**config.mk**
```make
export PLATFORM = sky130hd
export DESIGN_NAME = fifo_wr_arbiter
export DESIGN_NICKNAME = d
export VERILOG_FILES = /design/src/rtl/fifo_wr_arbiter.sv
export SDC_FILE = /design/constraint.sdc
export NUM_CORES = 1
export LEC_CHECK = 0
export CAP_MARGIN = 0
export CORE_ASPECT_RATIO = 0.75
export CORE_MARGIN = 5
export CORE_UTILIZATION = 37
export CTS_CLUSTER_DIAMETER = 80
export DETAILED_ROUTE_END_ITERATION = 8
export GPL_ROUTABILITY_DRIVEN = 0
export PLACE_DENSITY = 0.79
export SETUP_SLACK_MARGIN = 0.15
export SYNTH_ARGS = -nofsm -noshare
export SYNTH_HDL_FRONTEND = slang
export SYNTH_SLANG_ARGS = --single-unit
```
**constraint.sdc**
```tcl
create_clock -name clk -period 2.78 [get_ports clk]
set_clock_uncertainty 0.2 [all_clocks]
set_input_delay 0.834 -clock clk [delete_from_list [all_inputs] [get_ports clk]]
set_output_delay 0.834 -clock clk [all_outputs]
set_load 0.05 [all_outputs]
```
**src/rtl/fifo_wr_arbiter.sv**
```systemverilog
`default_nettype none
// ============================================================================
//  Module   : fifo_wr_arbiter
//  Purpose  : Round-robin burst arbiter that shares one syn_fifo write port
//             among NUM_REQ producers, with stall on FIFO full.
//  Revision : 1.0  initial release
// ============================================================================
module fifo_wr_arbiter #(
    parameter int DATA_WIDTH = 8,
    parameter int NUM_REQ    = 4,
    parameter int MAX_BURST  = 4
) (
    input  logic                          clk,
    input  logic                          rst,
    input  logic [NUM_REQ-1:0]            req_i,
    input  logic [NUM_REQ*DATA_WIDTH-1:0] req_data_i,
    output logic [NUM_REQ-1:0]            ack_o,
    output logic [NUM_REQ-1:0]            grant_o,
    input  logic                          fifo_full_i,
    output logic                          fifo_wr_cs_o,
    output logic                          fifo_wr_en_o,
    output logic [DATA_WIDTH-1:0]         fifo_data_in_o,
    output logic                          busy_o
);

    localparam int IDX_W = $clog2(NUM_REQ);
    localparam int CNT_W = $clog2(MAX_BURST + 1);

    localparam logic [IDX_W:0]     c_NUM_REQ   = (IDX_W+1)'(NUM_REQ);
    localparam logic [IDX_W-1:0]   c_LAST_IDX  = IDX_W'(NUM_REQ - 1);
    localparam logic [CNT_W-1:0]   c_LAST_BEAT = CNT_W'(MAX_BURST - 1);
    localparam logic [NUM_REQ-1:0] c_ONE       = {{(NUM_REQ-1){1'b0}}, 1'b1};

    typedef enum logic [0:0] {
        ST_IDLE  = 1'b0,
        ST_GRANT = 1'b1
    } state_t;

    state_t               state_q;
    logic [IDX_W-1:0]     owner_q;
    logic [IDX_W-1:0]     rr_ptr_q;
    logic [CNT_W-1:0]     burst_cnt_q;
    logic [NUM_REQ-1:0]   grant_q;
    logic                 busy_q;
    logic                 wr_cs_q;

    logic [IDX_W:0]       w_idx;
    logic [IDX_W-1:0]     w_pick;
    logic                 w_pick_vld;
    logic [NUM_REQ-1:0]   w_pick_oh;
    logic [IDX_W-1:0]     w_owner_nxt;
    logic                 w_in_grant;
    logic                 w_owner_req;
    logic                 w_wr_en;

    // Scan from the highest offset down so the entry closest to rr_ptr wins.
    always_comb begin
        w_idx      = '0;
        w_pick     = '0;
        w_pick_vld = 1'b0;
        for (int i = NUM_REQ - 1; i >= 0; i--) begin
            w_idx = {1'b0, rr_ptr_q} + (IDX_W+1)'(i);
            if (w_idx >= c_NUM_REQ) begin
                w_idx = w_idx - c_NUM_REQ;
            end
            if (req_i[w_idx[IDX_W-1:0]]) begin
                w_pick     = w_idx[IDX_W-1:0];
                w_pick_vld = 1'b1;
            end
        end
    end

    assign w_pick_oh   = c_ONE << w_pick;
    assign w_owner_nxt = (owner_q == c_LAST_IDX) ? '0 : owner_q + 1'b1;
    assign w_in_grant  = (state_q == ST_GRANT);
    assign w_owner_req = req_i[owner_q];
    assign w_wr_en     = w_in_grant & w_owner_req & ~fifo_full_i;

    always_ff @(posedge clk or posedge rst) begin
        if (rst) begin
            state_q     <= ST_IDLE;
            owner_q     <= '0;
            rr_ptr_q    <= '0;
            burst_cnt_q <= '0;
            grant_q     <= '0;
            busy_q      <= 1'b0;
            wr_cs_q     <= 1'b0;
        end else begin
            case (state_q)
                ST_IDLE: begin
                    if (w_pick_vld) begin
                        state_q     <= ST_GRANT;
                        owner_q     <= w_pick;
                        burst_cnt_q <= '0;
                        grant_q     <= w_pick_oh;
                        busy_q      <= 1'b1;
                        wr_cs_q     <= 1'b1;
                    end
                end
                ST_GRANT: begin
                    // A dropped request or the last beat of a burst releases the port.
                    if (!w_owner_req || (w_wr_en && (burst_cnt_q == c_LAST_BEAT))) begin
                        state_q     <= ST_IDLE;
                        rr_ptr_q    <= w_owner_nxt;
                        burst_cnt_q <= '0;
                        grant_q     <= '0;
                        busy_q      <= 1'b0;
                        wr_cs_q     <= 1'b0;
                    end else if (w_wr_en) begin
                        burst_cnt_q <= burst_cnt_q + CNT_W'(1);
                    end
                end
                default: begin
                    state_q <= ST_IDLE;
                end
            endcase
        end
    end

    assign grant_o        = grant_q;
    assign busy_o         = busy_q;
    assign fifo_wr_cs_o   = wr_cs_q;
    assign fifo_wr_en_o   = w_wr_en;
    assign ack_o          = grant_q & {NUM_REQ{w_wr_en}};
    assign fifo_data_in_o = w_in_grant ? req_data_i[int'(owner_q)*DATA_WIDTH +: DATA_WIDTH]
                                       : '0;

endmodule
`default_nettype wire
```
Word level (Yosys, flattened, before mapping)
Cells that the tools add are included.

Flip-flop bits (word level): 13. Latch bits: 0. Memory bits (writable): 0. ROM bits: 0. Bits of input ports: 39. Word-level logic and storage cells: 80. Memories: 0.

Add/subtract/negate cells: 9. $mul: 0. Divide/modulo/power cells: 0. $lt $le $gt $ge: 9. Equal/unequal tests: 5. Shifts and indexed selects: 2. Multiplexer cells: 37. Bitwise logic cells: 5. Reduce and logical (&&, ||, !) cells: 7.

Operators by type and width (number): indexed part select 32 x 6 -> 8 bit (1); two-way mux 2 bit (9); < comparator 2 x 3 -> 1 bit, second input constant (5); two-way mux 1 bit (13); binary-select mux 1 bit (select 2 bit) (5); >= comparator 3 bit, second input constant (3); two-way mux 3 bit (3); two-way mux 4 bit (2); two-way mux 8 bit (1); case mux 4 bit (2 select lines) (1); AND reduction 2 bit (4); subtractor 2 x 1 -> 2 bit, second input constant (4); adder 2 x 2 -> 3 bit, second input constant (2); case mux 3 bit (2 select lines) (1); bitwise AND 4 bit (1); case mux 1 bit (2 select lines) (2); left shift 1 x 2 -> 4 bit, first input constant (1); adder 2 x 1 -> 3 bit, second input constant (1); adder 3 x 1 -> 3 bit, second input constant (1); == test 3 x 2 -> 1 bit, second input constant (1); >= comparator 2 x 3 -> 1 bit, second input constant (1); != test 3 x 1 -> 1 bit, second input constant (1); adder 2 x 1 -> 2 bit, second input constant (1); bitwise AND 1 bit (2); 7 further kinds (8).

Depth between registers and ports, before layout
Word-level depth: 12. Depth in mapped cells: 5. Gate-level depth less buffers: 5.

Worst setup path before layout
Ideal clock, no wire load.

Path type: input to output. From: input port req_i[3]. To: output port ack_o[0]. Arrival time: 2425 ps. Required time: 1746 ps. Path slack: -679 ps. Cell stages on the path: 4. Path buffers: 0. Cells stage by stage: mux2i_1 o22a_1 nor2_1 and2_1.

Word-level cells in the longest chain between the ends: 5.

RTL lines: start: declaration (RTL line 15) `input logic [NUM_REQ-1:0] req_i,`; binary-select mux 1 bit (select 2 bit) (RTL line 76) `assign w_owner_req = req_i[owner_q];`; two-way mux 1 bit (not written as such) (RTL line 76); bitwise AND 1 bit (2 in series) (RTL line 77) `assign w_wr_en = w_in_grant & w_owner_req & ~fifo_full_i;`; via fifo_wr_en_o (RTL line 21) `output logic fifo_wr_en_o,`; bitwise AND 4 bit (RTL line 124) `assign ack_o = grant_q & {NUM_REQ{w_wr_en}};`; end: declaration (RTL line 17) `output logic [NUM_REQ-1:0] ack_o,`.

The timed path passes the listed nets, and every way through them passes these cells. The select of a mux whose other input is x is not followed.

Worst setup path in the final report
From: input port req_i[0]. To: output port ack_o[0].

Word-level cells in the longest chain between the ends: 5.

RTL lines (RTL line): binary-select mux 1 bit (select 2 bit) (76); two-way mux 1 bit (not written as such) (76); bitwise AND 1 bit (2 in series) (77); bitwise AND 4 bit (124).

Every way passes these cells. The select of a mux whose other input is x is not followed.

==> flow_summary.ini <==
[detailed_routing]
wl_met3_um = 316
dr.pass1.iters = 4
wl_per_cell_um = 16.3
routed_via_density = 5.12
drtAntennaViolNets = 0
wl_met1_um = 1420
vias = 1013
finalWirelength_um = 3220
drcViolationCount = 0
first_iter_violations = 38
highest_layer = met4
dr_wl_met2_um = 1470

[worst_setup_path]
cpPeakStageDelay_ns = 0.23
path_max_fanout = 5
endpoint_kind = output port
cp.arrival_ns = 1.70
crit_family = buffers and inverters
cp-start-kind = input port
reg2reg_from = owner_q[0]
r2r_cells = 6
cp_slowest_cell = o22a_1
cp_data_required_time_ns = 1.75
reg2reg_to = burst_cnt_q[0]
r2r_setup_slack_ns = 0.92
path_cells = buf_6, mux2i_2, o22a_1, nor2_4, and2_4, buf_12
cp_num_buf_inv = 2
worstSetupPathType = in2out

[power_and_ir_drop]
swShare_pct = 46.3
p_leak_nw = 0.862
powerDensity_nw_per_um2 = 1080
clockPowerShare_pct = 6.3
combPwrFrac_pct = 75.3
ir_drop_v = 0.000624
power_frac_seq_pct = 18.4
p_sw_mw = 0.910
fin_total_pwr_mw = 1.97
internal-power_mw = 1.06

[timing]
rsz0062_at_grt = yes
worst_slack_ns = 0.0474
tightest_slew_ns = 0.673
setup_viol = 0
slew_viol_final = 0
hold_violations = 0
max_freq_mhz = 366
min_period_ns = 2.73
timing.slew.headroom_pct = 53.9
fin_tns_setup_ns = 0
hold_ws_ns = 0.321
period_share_pct = 98.3

[cells_and_area]
antennaDiodeCount = 0
fin_area_um2 = 1820
layout_common_cells = buf_6, buf_2, and2_4, buf_4, dfrtp_1
final_util_pct = 70.3
layout-drive-gt1-share_pct = 59.9
final_cells = 198
nNetsFinal = 205
final_common_cell = buf_6
areaGrowthSynthToFinish_pct = 85.2

[grt]
grt_pass1_vias = 1048
grt_pass1_wl_um = 5040
grt_usage_pct = 17.3
grt-ovfl-total = 0
antenna_found_initial = 0
grt_max_degree = 14

[die]
io_pins = 58
die_y_um = 54.6
start_util_pct = 38.0
die_w_um = 69.5
num_rows = 16
core-area_um2 = 2580
dieArea_um2 = 3790

[job]
drv_cap = 0

[run_status]
status = completed

[logic_synthesis]
ys_seq_area_share_pct = 33.2
syn_area_per_cell_um2 = 10.8
synth_cell_types = 30
syn_inst = 91
ys_ff_latch = 13
syn_area_um2 = 981
yosysWarningCount = 0
synth_nets = 133

[cts]
cts_buffer_depth = 2
cts_sinks = 13
clockRootBuffer = clkbuf_4
clkTransAtPathRegs_ns = 0.09
numCtsBuffers = 3
cts.htree.levels = 1
cts_tree = done
cts-hold-fix-buffers = 0
clock_latency_ns = 0.29

[placement]
io_buffer_count = 57
place_hpwl_um = 2390
dpl_cell_area_um2 = 1690
placedCellCount = 189
dp_slack_ns = -0.383

[worst_hold_path]
hp-class = reg2reg
hold_path_end = burst_cnt_q[2]
whs_path_depth = 1
hold_start = burst_cnt_q[2]
[power by group through the flow]
stage / clock (mW) / sequential (mW) / combinational, mW
floorplan: 0 / 0.432 / 0.779
global route: 0.133 / 0.378 / 1.56
detailed placement: 0 / 0.369 / 1.25
finish: 0.124 / 0.361 / 1.48
CTS: 0.125 / 0.373 / 1.41
global placement: 0 / 0.365 / 1.23
[cells in the mapped netlist]
cell type / count / share of area, %
nor4_1: 1 / 0.64
mux2_4: 2 / 3.1
nor2b_1: 2 / 1.3
or2_2: 1 / 0.64
nor2_1: 3 / 1.1
nor3_1: 2 / 1.0
o22a_1: 1 / 0.89
mux4_2: 8 / 18
o21ba_2: 1 / 1.0
a21oi_1: 2 / 1.0
or2b_1: 1 / 0.77
nand2b_1: 1 / 0.64
o21a_1: 3 / 2.3
nand2_1: 2 / 0.77
dfrtp_1: 13 / 33
a21o_1: 1 / 0.77
and2_1: 12 / 7.7
mux2_2: 2 / 2.3
buf_4: 1 / 0.77
clkbuf_1: 1 / 0.38
ha_1: 3 / 3.8
mux2i_1: 2 / 2.0
a221oi_1: 1 / 0.89
o21ai_1: 1 / 0.51
buf_2: 3 / 1.5
o21bai_1: 1 / 0.77
o21ai_0: 5 / 2.6
inv_1: 8 / 3.1
a2111oi_0: 1 / 0.89
a22o_1: 6 / 5.4
[area by class of cell]
cell class	instances	area, um2
well taps	36	45.0
clock buffers	4	26.3
multi-input cells	65	641
fillers	196	766
inverters	8	30.0
flip-flops and latches	13	328
repair buffers	72	747
[state kept, by name, summed over array words and instances (netlist names)]
register and cells:
burst_cnt_q 3, fifo_wr_cs_o 1, grant_o 4, owner_q 2
rr_ptr_q 2, state_q 1
[metal layers]
metal	global-route usage (%)	vias up
li1	-	476
met1	20.7	469
met2	30.7	65
met3	7.16	3
met4	1.95	0
met5	0	-
[kinds of logic after synthesis]
group                    after synthesis  share of synthesized area [%]
AND/OR/NAND/NOR                       25                           14.5
buffers and inverters                 13                           5.74
adder cells (fa/ha/maj)                3                           3.83
flip-flops                            13                           33.2
multiplexers                          14                           25.8
AO/OA/AOI/OAI                         23                           17.0
[worst max-delay path by stage]
stage / cells after the start / to / startpoint
after floorplan: 4 / ack_o[0] / req_i[3]
final: 6 / ack_o[0] / req_i[0]
after global placement: 6 / ack_o[0] / req_i[3]
after global routing: 6 / ack_o[0] / owner_q[0]
after CTS: 4 / fifo_data_in_o[6] / req_data_i[30]
after detailed placement: 6 / ack_o[0] / req_i[2]
[what timing repair did]
item	in CTS	in global routing
resized for setup	164	4
buffers inserted	1	4
pin swaps	6	3
setup endpoints to repair	13	13
Power figures use the tool's default switching activity.
